$ cat config.mk
export PLATFORM = sky130hd
export DESIGN_NAME = interrupt_ctrl
export DESIGN_NICKNAME = d
export VERILOG_FILES = /design/src/rtl/interrupt_ctrl_pkg.sv /design/src/rtl/interrupt_ctrl_sync.sv /design/src/rtl/interrupt_ctrl.sv
export SDC_FILE = /design/constraint.sdc
export NUM_CORES = 1
export LEC_CHECK = 0
export CAP_MARGIN = 30
export CORE_MARGIN = 1
export CORE_UTILIZATION = 45
export DETAILED_ROUTE_END_ITERATION = 7
export HOLD_SLACK_MARGIN = 0.02
export PLACE_DENSITY_LB_ADDON = 0.12
export SYNTH_ARGS = -nofsm -noshare
export SYNTH_HDL_FRONTEND = slang
export SYNTH_SLANG_ARGS = --single-unit
$ cat constraint.sdc
create_clock -name PHI0 -period 1.69 [get_ports PHI0]
set_input_delay 0.2535 -clock PHI0 [delete_from_list [all_inputs] [get_ports PHI0]]
set_output_delay 0.2535 -clock PHI0 [all_outputs]
set_load 0.01 [all_outputs]
$ cat src/rtl/interrupt_ctrl_pkg.sv
// rtl/interrupt_ctrl_pkg.sv - shared state, vector encodings and sequence constants for interrupt_ctrl
package interrupt_ctrl_pkg;

    typedef enum logic [1:0] {
        ST_RES_HOLD = 2'd0,
        ST_IDLE     = 2'd1,
        ST_SEQ      = 2'd2
    } state_e;

    localparam logic [1:0] VEC_NONE = 2'b00;
    localparam logic [1:0] VEC_NMI  = 2'b01;
    localparam logic [1:0] VEC_RES  = 2'b10;
    localparam logic [1:0] VEC_IRQ  = 2'b11;

    // Sequence cycle on which BRK6E is asserted; the next ready cycle leaves SEQ.
    localparam logic [2:0] LAST_CYC = 3'd6;

endpackage

$ cat src/rtl/interrupt_ctrl_sync.sv
// rtl/interrupt_ctrl_sync.sv - intr_sync: two-flop synchroniser with configurable reset value
module intr_sync
    import interrupt_ctrl_pkg::*;
#(
    parameter logic RST_VAL = 1'b1
) (
    input  logic clk_i,
    input  logic rst_ni,
    input  logic d_i,
    output logic q_o
);

    logic meta_q;
    logic sync_q;

    // Two-stage capture of the asynchronous pin; reset parks both stages at the inactive level.
    always_ff @(posedge clk_i or negedge rst_ni) begin
        if (!rst_ni) begin
            meta_q <= RST_VAL;
            sync_q <= RST_VAL;
        end else begin
            meta_q <= d_i;
            sync_q <= meta_q;
        end
    end

    assign q_o = sync_q;

endmodule

$ cat src/rtl/interrupt_ctrl.sv
// rtl/interrupt_ctrl.sv - 6502-style RES/NMI/IRQ/BRK sequencer; optional feature macro NMI_HIJACK_EN
module interrupt_ctrl
    import interrupt_ctrl_pkg::*;
(
    input  logic       PHI0,
    input  logic       n_RES,
    input  logic       n_NMI,
    input  logic       n_IRQ,
    input  logic       I_FLAG,
    input  logic       n_ready,
    input  logic       T0,
    input  logic       BRK_T1,
    output logic       B_OUT,
    output logic       RESP,
    output logic       DORES,
    output logic       BRK6E,
    output logic [1:0] VEC
);

`ifdef NMI_HIJACK_EN
    // An NMI pending by this cycle can still redirect a BRK/IRQ sequence to the NMI vector.
    localparam logic [2:0] HIJACK_LAST_CYC = 3'd4;
`endif

    state_e     state_q, state_d;
    logic [2:0] cyc_q, cyc_d;
    logic       b_out_q, b_out_d;
    logic [1:0] vec_q, vec_d;
    logic       dores_q, dores_d;
    logic       resp_q;
    logic       nmi_pend_q, nmi_pend_d;
    logic       nmi_prev_q;

    logic       nmi_s;
    logic       irq_s;
    logic       nmi_edge;
    logic       irq_req;
    logic       last_cyc;
    logic       seq_exit;

    intr_sync #(.RST_VAL(1'b1)) u_nmi_sync (
        .clk_i  (PHI0),
        .rst_ni (n_RES),
        .d_i    (n_NMI),
        .q_o    (nmi_s)
    );

    intr_sync #(.RST_VAL(1'b1)) u_irq_sync (
        .clk_i  (PHI0),
        .rst_ni (n_RES),
        .d_i    (n_IRQ),
        .q_o    (irq_s)
    );

    // NMI is edge triggered: only a high-to-low transition of the synchronised pin counts.
    assign nmi_edge = nmi_prev_q & ~nmi_s;
    // IRQ is a live level, masked by the I flag, never latched.
    assign irq_req  = ~irq_s & ~I_FLAG;
    assign last_cyc = (state_q == ST_SEQ) && (cyc_q == LAST_CYC);
    assign seq_exit = last_cyc && !n_ready;

    // NMI edge history and pending flag.
    always_ff @(posedge PHI0 or negedge n_RES) begin
        if (!n_RES) begin
            nmi_prev_q <= 1'b1;
            nmi_pend_q <= 1'b0;
        end else begin
            nmi_prev_q <= nmi_s;
            nmi_pend_q <= nmi_pend_d;
        end
    end

    // Pending NMI is consumed when an NMI-vectored sequence ends; a fresh edge that cycle wins.
    always_comb begin
        nmi_pend_d = nmi_pend_q;
        if (seq_exit && (vec_q == VEC_NMI)) begin
            nmi_pend_d = 1'b0;
        end
        if (nmi_edge) begin
            nmi_pend_d = 1'b1;
        end
    end

    // Sequencer state and registered outputs.
    always_ff @(posedge PHI0 or negedge n_RES) begin
        if (!n_RES) begin
            state_q <= ST_RES_HOLD;
            cyc_q   <= 3'd0;
            b_out_q <= 1'b0;
            vec_q   <= VEC_RES;
            dores_q <= 1'b1;
            resp_q  <= 1'b1;
        end else begin
            state_q <= state_d;
            cyc_q   <= cyc_d;
            b_out_q <= b_out_d;
            vec_q   <= vec_d;
            dores_q <= dores_d;
            resp_q  <= 1'b0;
        end
    end

    // Next-state logic; every SEQ change waits for a ready cycle so outputs freeze under stall.
    always_comb begin
        state_d = state_q;
        cyc_d   = cyc_q;
        b_out_d = b_out_q;
        vec_d   = vec_q;
        dores_d = dores_q;
        case (state_q)
            ST_RES_HOLD: begin
                state_d = ST_SEQ;
                cyc_d   = 3'd0;
                b_out_d = 1'b0;
                vec_d   = VEC_RES;
                dores_d = 1'b1;
            end
            ST_IDLE: begin
                if (!n_ready) begin
                    if (T0 && (nmi_pend_q || irq_req)) begin
                        state_d = ST_SEQ;
                        cyc_d   = 3'd1;
                        b_out_d = 1'b0;
                        vec_d   = nmi_pend_q ? VEC_NMI : VEC_IRQ;
                    end else if (BRK_T1) begin
                        state_d = ST_SEQ;
                        cyc_d   = 3'd2;
                        b_out_d = 1'b1;
                        vec_d   = VEC_IRQ;
                    end
                end
            end
            ST_SEQ: begin
                if (!n_ready) begin
                    if (cyc_q == LAST_CYC) begin
                        state_d = ST_IDLE;
                        cyc_d   = 3'd0;
                        b_out_d = 1'b1;
                        vec_d   = VEC_NONE;
                        dores_d = 1'b0;
                    end else begin
                        cyc_d = cyc_q + 3'd1;
`ifdef NMI_HIJACK_EN
                        if ((vec_q == VEC_IRQ) && (cyc_q <= HIJACK_LAST_CYC) && nmi_pend_q) begin
                            vec_d = VEC_NMI;
                        end
`endif
                    end
                end
            end
            default: begin
                state_d = ST_RES_HOLD;
            end
        endcase
    end

    assign B_OUT = b_out_q;
    assign RESP  = resp_q;
    assign DORES = dores_q;
    assign BRK6E = last_cyc;
    assign VEC   = vec_q;

endmodule
[Word level (Yosys, flattened, before mapping)]
Index checks and enable logic that the tools add are counted.
Storage, ports and cells
  input bits: 8
  register bits after elaboration: 16
  output and inout bits: 6
  word-level logic and storage cells: 70
Operators by class
  $add $sub $neg: 1
  bitwise operators: 5
  mux-type cells: 30
  equality and inequality tests: 8
  reductions and logical operators: 14
Operators by type and width (number)
  2-bit 2-to-1 mux: 11
  3-bit 2-to-1 mux: 5
  2-bit one-hot mux with 3 select lines: 2
  1-bit 2-to-1 mux: 9
  3-bit one-hot mux with 3 select lines: 1
  4-bit AND reduction: 2
  5-bit AND reduction: 1
  2-bit by 1-bit == test with 1-bit output (second input constant): 2
  1-bit logical AND: 4
  2-bit inequality test (second input constant): 2
  2-bit nonzero test: 2
  3-bit by 1-bit adder with 3-bit output (second input constant): 1
  3-bit == test (second input constant): 1
  3-bit inequality test (second input constant): 1
  1-bit inverter: 3
  1-bit one-hot mux with 3 select lines: 1
  3-bit AND reduction: 1
  3-bit nonzero test: 1
  1-bit AND: 2
  2-bit == test (second input constant): 1
  2-bit logical NOT: 1
  2-bit by 1-bit inequality test with 1-bit output (second input constant): 1
  1-bit one-hot mux with 2 select lines: 1
  1-bit logical NOT: 1
  1-bit logical OR: 1

[Longest topological paths before layout]
Gate-level depths: netlist of run 1.
  depth after elaboration: 7
  mapped depth: 6
  depth with buffers taken out: 6

[By module]
From an unflattened synthesis of run 1, not the netlist that was laid out.
Unflattened totals
  cell total of the unflattened synthesis: 76
  area, all modules: 852.1 um2
By module, submodules not included
  interrupt_ctrl: cells each 72, area an instance 747.0 um2, instances 1, sequential area each 305.3 um2
  intr_sync: cells each 2, area an instance 52.6 um2, instances 2, sequential area each 52.6 um2

[Worst setup path before layout of run 1]
Ideal clock, no wire load.
  path kind: register to register
  start: register state_q[0]
  end: register vec_q[0], in the netlist VEC[0]
  required time: 1562 ps
  arrival: 1569 ps
  path buffers: 0
  cell stages (with the launch flop): 7
  setup slack: -7 ps
  setup time: 128 ps
  period minus slack after synthesis: 1697 ps
  cell sequence: dfrtp_1 inv_1 ha_1 a21oi_1 a221o_1 nand3b_2 mux2_1
Between the ends
  longest elaborated chain between the ends: 3
  elaborated cells between the ends (all ways): 10
  classes of those cells: 6 x eq/ne; 1 x mux; 3 x reduce/logical
RTL lines
  start: declaration: line interrupt_ctrl.sv:25  | state_e state_q, state_d;
  start signal: assignment: line interrupt_ctrl.sv:94  | state_q <= state_d;
  2-bit by 1-bit == test with 1-bit output (tied with other cells): line interrupt_ctrl.sv:110  | case (state_q)
  3-bit inequality test (no line) (tied with other cells)
  5-bit AND reduction (no line)
  end signal: assignment: line interrupt_ctrl.sv:97  | vec_q <= vec_d;
  end: declaration: line interrupt_ctrl.sv:28  | logic [1:0] vec_q, vec_d;
Parallel ways exist; a longest one is shown, timed or not.
A chain may end at the register's enable or synchronous reset.

[Final worst setup path of run 1]
Same ends and word-level chain as after synthesis.

==> results.toml, run 1 <==
[critical_path]
required_ns = 1.86
crit_path_start_kind = "flip-flop"
cp.arrival_ns = 1.91
end_kind = "flip-flop"
crit_type = "reg2reg"
cp_max_fo = 8

[placed_design]
gp_congestion = 0.863
port_buffers = 13
dp_hpwl_um = 1280
dp.cells = 118
place_area_sq_um = 1070

[floorplan]
initial_core_util_pct = 50.6
die_x_um = 44.1
rows = 14
core_sq_um = 1580
chipHeight_um = 44.1
die-area_sq_um = 1940
io_pins = 14

[cells_and_area]
fin_nets = 121
syn_to_final_growth_pct = 48.8
drive_above_1_share_pct = 42.1
multi_input_area_sq_um = 420
nFillCells = 105
seqCellArea_sq_um = 412
final_cell_mix = "15 x buf_4, 12 x clkdlybuf4s50_1, 8 x dfstp_2, 8 x inv_1"
postLayoutCellArea_sq_um = 1190
fin_cells = 123
antennaDiodeCount = 0
final_common_cell = "buf_4"

[drt]
drt_pass1_iterations = 6
post_drt_wl_per_cell_um = 16.0
drc = 0
drtAntennaViolNets = 0
vias = 654
routed_wl_um = 1970
drt_iter0_drc = 15
avgViaCountPerCell = 5.32

[timing]
clock-skew-final_ns = 0.00696
fmax_mhz = 576
drv_slew = 0
layout_setup_ws_ns = -0.0459
hold_viol_final = 0
layout_worst_path_cycle_share_pct = 103
setup_viol = 4
rsz0062_at_grt = "yes"
period_minus_slack_ns = 1.74

[clocking]
numClockSinks = 16
cts_buffer_depth = 2
tritoncts = "done"
ctsHtreeMaxLevel = 1
clkSlewWorstSetupHoldPaths_ns = 0.10
cts_made_buffers = 3
insertion_delay_ns = 0.28
root_buffer = "clkbuf_4"

[global_route]
antenna_found_initial = 0
grtUsageTotal_pct = 21.6
grt_pass1_wl_um = 2990
grt_max_degree = 17
grt_pass1_vias = 647
overflow = 0

[synthesis]
ys_seq_area_share_pct = 51.5
netlist_area_sq_um = 797
synth_top_family_by_area = "compound AO/OA/AOI/OAI gates"
synth_compound_area_share_pct = 15.4
synth_seq_cells = 16
synth_nets = 86
avgSynthCellArea_sq_um = 10.9
synth_cell_types = 29
syn_inst = 73
synth-xor-area-share_pct = 0
yosys_warnings = 0
synth_fa_ha_area_share_pct = 7.85
synthSimpleGateAreaFrac_pct = 12.1
synthMuxAreaShare_pct = 8.01

[outcome]
status = "complete, but fails checks"
violations = "setup timing"

[pwr]
p_leak_nw = 0.546
p_per_area_nw_per_um2 = 1570
peakVddDrop_uv = 1040

[hold_path]
hp-class = "in2async"

[job]
maxCapViolations = 0
[cells in the mapped netlist, drive strengths merged]
cell      n  area, sq um
mux2i     3         30.0
or3b      1         8.76
mux2      3         33.8
or2       1         6.26
nor3b     1         7.51
o2bb2ai   1         8.76
o21ai    10         50.1
ha        5         62.6
nand2     3         11.3
a31oi     1         6.26
nor4b     1         8.76
dfrtp     8          200
o41ai     1         8.76
a21boi    1         7.51
a2bb2oi   1         8.76
dfstp     8          210
a221o     1         10.0
a21oi     3         15.0
conb      1         3.75
o21bai    1         7.51
nand3b    2         18.8
nor2      1         3.75
nor2b     3         18.8
and3      1         6.26
inv      10         37.5
nand2b    1         6.26
[critical path, cell delays in order (launching register included)]
cell	delay, ns
dfrtp_1	0.42
inv_2	0.10
ha_4	0.14
buf_6	0.12
a21oi_2	0.06
a221o_1	0.34
nand3b_4	0.14
mux2_4	0.31
[metrics by stage]
stage | hold WS (ns) | util (%) | total power [mW] | setup TNS, ns | setup WS [ns]
final | 0.288 | 75.2 | 1.86 | -0.0664 | -0.0459
after global routing | 0.311 | 75.2 | 1.98 | -0.610 | -0.116
after CTS | 0.292 | 72.3 | 1.73 | -0.00495 | -0.00495
after detailed placement | 0.347 | 67.9 | 1.37 | -0.761 | -0.151
after global placement | 0.346 | 67.9 | 1.35 | -0.662 | -0.150
after floorplan | -0.0421 | - | 0.958 | 0 | 0.0290
[layer usage]
metal  vias up  wire (um)  global-route usage, %
met4         0         21                   9.09
met3         4         53                   4.08
met2        12        986                   33.8
li1        323          -                      -
met1       315        904                   29.6
met5         -          0                      0
[power by group]
group	leakage, nW	internal (mW)	switching [mW]
Combinational	0.341	0.600	0.474
Sequential	0.184	0.477	0.0622
Clock	0.0210	0.131	0.120
Total	0.546	1.21	0.656
[area by class of cell]
cell class	instances	share of cell area, %
clock buffers	4	3.06
repair buffers	30	21.9
flip-flops and latches	16	34.7
well taps	16	1.69
multi-input cells	47	35.4
inverters	10	3.16
[kinds of logic after synthesis]
family / count (synthesis)
buf+inv: 10
flops: 16
mux: 6
simple gates: 15
other cells: 1
compound gates: 20
fa+ha+maj: 5
[final timing paths]
| check | startpoint | to | slack (ns) | depth (start not counted) |
|---|---|---|---|---|
| setup / recovery | state_q[0] | VEC[0] | -0.05 | 7 |
| hold / removal | n_RES | cyc_q[1] | 0.29 | 2 |
| setup reg to reg | state_q[0] | VEC[0] | -0.05 | 7 |
| hold reg to reg | u_nmi_sync.meta_q | u_nmi_sync.q_o | 0.35 | 0 |
| max in group asynchronous | n_RES | RESP | 1.14 | 2 |
| min in group PHI0 | u_nmi_sync.meta_q | u_nmi_sync.q_o | 0.35 | 0 |
[sequential cells by signal, indices dropped and copies added (netlist names)]
name / cells
cyc_q: 3
VEC: 2
state_q: 2
B_OUT: 1
DORES: 1
RESP: 1
nmi_pend_q: 1
nmi_prev_q: 1
u_irq_sync.meta_q: 1
u_irq_sync.q_o: 1
u_nmi_sync.meta_q: 1
u_nmi_sync.q_o: 1
[what timing repair did]
item / in CTS / in global routing
pin swaps: 0 / 2
setup buffers: 0 / 1
endpoints found under the setup margin: 7 / 8
gates resized for setup: 15 / 10
hold buffers: 0 / 0
Power figures use the tool's default switching activity.
==> inputs of run 2 (changes only) <==
- SYNTH_HIERARCHICAL: default -> 1
==> results.toml, run 2 <==
[global_route]
grt_pass1_wl_um = 3000
overflow = 0
grt_max_degree = 17
grt_pass1_vias = 691
grtUsageTotal_pct = 20.9
antenna_found_initial = 0

[placed_design]
post-place-ws_ns = -0.129
gp_congestion = 0.847
dp_hpwl_um = 1340
port_buffers = 13

[clocking]
insertion_delay_ns = 0.29
root_buffer = "clkbuf_4"
clkSlewWorstSetupHoldPaths_ns = 0.11
numClockSinks = 16
tritoncts = "done"
ctsHtreeMaxLevel = 1
cts_made_buffers = 3
cts_buffer_depth = 2
cts_hold_buf = 0

[floorplan]
die_x_um = 45.5
io_pins = 14
core_sq_um = 1750
die-area_sq_um = 2070
chipHeight_um = 45.5
rows = 15
initial_core_util_pct = 48.8

[timing]
hold_viol_final = 0
period_minus_slack_ns = 1.69
drv_slew = 0
rsz0062_at_grt = "yes"
layout_worst_path_cycle_share_pct = 100
fin_tns_setup_ns = -0.0000664
whs_ns = 0.269
fmax_mhz = 592
layout_setup_ws_ns = -0.0000664
setup_viol = 1
clock-skew-final_ns = 0.0116

[drt]
drt_iter0_drc = 10
drc = 0
post_drt_wl_per_cell_um = 15.4
avgViaCountPerCell = 5.20
drtAntennaViolNets = 0
vias = 718
drt_pass1_iterations = 5
routed_wl_um = 2120

[cells_and_area]
largest_register_ffs = 3
multi_input_area_sq_um = 487
syn_to_final_growth_pct = 54.0
final_cell_mix = "16 x buf_4, 12 x clkdlybuf4s50_1, 8 x dfstp_2"
fin_nets = 127
final_common_cell = "buf_4"
drive_above_1_share_pct = 49.6
seqCellArea_sq_um = 412
antennaDiodeCount = 0
nFillCells = 116
regMostFlops = "cyc_q"
fin_util_pct = 75.2

[critical_path]
cp_common_cell = "inv_2"
crit_family = "flip-flops"
critical_path.cell_chain = "inv_2 -> ha_4 -> inv_2 -> a211o_4 -> nand3b_1 -> mux2_4"
crit_slowest_cell = "dfrtp_2"
required_ns = 1.88
cp_max_fo = 5
crit_type = "reg2reg"
path_buf_inv = 2
cp.arrival_ns = 1.88
end_kind = "flip-flop"
crit_path_start_kind = "flip-flop"
slowest_delay_ns = 0.46

[synthesis]
yosys_warnings = 6
synth_common_cells = "9 x inv_1, 8 x dfrtp_1, 8 x dfstp_2"
synth_cell_types = 35
synth_top_area_cell = "dfstp_2"
synth_top_area_share_pct = 24.7
ys_seq_area_share_pct = 48.2
avgSynthCellArea_sq_um = 11.2
ys.flop_type = "dfstp_2"
syn_inst = 76
synth_nets = 89
netlist_area_sq_um = 852
synth-edff-count = 0
synth_seq_cells = 16
synth-async-reset-ratio_pct = 100
yosys-top-cells-area = "dfstp_2 25%, dfrtp_1 23%, ha_1 7.3%"
synth.most_common_cell = "inv_1"

[pwr]
peakVddDrop_uv = 1060
p_leak_nw = 0.574
intPower_mw = 1.38
p_sw_uw = 788
netSwitchingFraction_pct = 36.3
p_per_area_nw_per_um2 = 1650
clkPwrFrac_pct = 11.9
seqPwrFrac_pct = 25.2
pwr-share-comb_pct = 62.9

[job]
maxCapViolations = 0

[outcome]
status = "complete, but fails checks"
violations = "setup timing"

[hold_path]
hp-class = "in2async"
[run 2: cells by family after synthesis]
group,Yosys count,share of synthesized area (%)
flops,16,48.2
fa+ha+maj,5,7.34
mux,5,6.75
simple gates,17,12.0
other cells,1,0.440
buf+inv,11,5.87
compound gates,21,19.4
[run 2: area by class of cell]
type	instances	area share [%]
clock buffers	4	2.76
inverters	9	2.57
multi-input cells	49	37.1
flip-flops and latches	16	31.4
well taps	25	2.38
repair buffers	35	23.8
[run 2: final timing paths]
kind,start,endpoint,slack [ns],cells after the start
worst max-delay path,state_q[1],state_q[0],-0.00007,6
worst min-delay path,n_RES,cyc_q[1],0.27,2
worst max register to register,state_q[1],state_q[0],-0.00007,6
worst min register to register,u_irq_sync/meta_q,u_irq_sync/q_o,0.37,0
max in group asynchronous,n_RES,u_irq_sync/meta_q,1.16,2
min in group PHI0,n_NMI,u_nmi_sync/meta_q,0.36,1
[run 2: metrics by stage]
step | cells | area, sq um | total power [mW]
2_1_floorplan | 76 | 852 | 1.10
3_3_place_gp | 128 | 1120 | 1.47
3_5_place_dp | 128 | 1120 | 1.49
4_1_cts | 133 | 1210 | 1.88
5_1_grt | 138 | 1310 | 2.31
6_report | 138 | 1310 | 2.17
[run 2: per-layer routing]
metal	track usage (%)	vias to the layer above	share of wire (%)
li1	-	340	-
met1	27.6	359	45
met2	33.7	17	52
met3	3.57	2	2.7
met4	8.48	0	0.61
met5	0	-	0
[run 2: timing repair]
| item | in CTS | in global routing |
|---|---|---|
| setup endpoints to repair | 8 | 8 |
| pin swaps | 3 | 7 |
| setup buffers | 1 | 5 |
| resized for setup | 16 | 14 |
[run 2: power by group through the flow]
| stage | registers [mW] | clock network, mW | logic, mW |
|---|---|---|---|
| global route | 0.558 | 0.281 | 1.47 |
| CTS | 0.539 | 0.266 | 1.07 |
| global placement | 0.530 | 0 | 0.944 |
| floorplan | 0.538 | 0 | 0.561 |
| detailed placement | 0.529 | 0 | 0.957 |
| finish | 0.548 | 0.258 | 1.36 |
[run 2: worst reg2reg max path: cells and delay by family (launching register included)]
kind                       cells  cell delay, ns
AOI/OAI and AO/OA              1            0.31
adders and majority gates      1            0.16
muxes                          1            0.32
and+or+nand+nor                1            0.18
DFF                            1            0.46
buffers and inverters          2            0.16
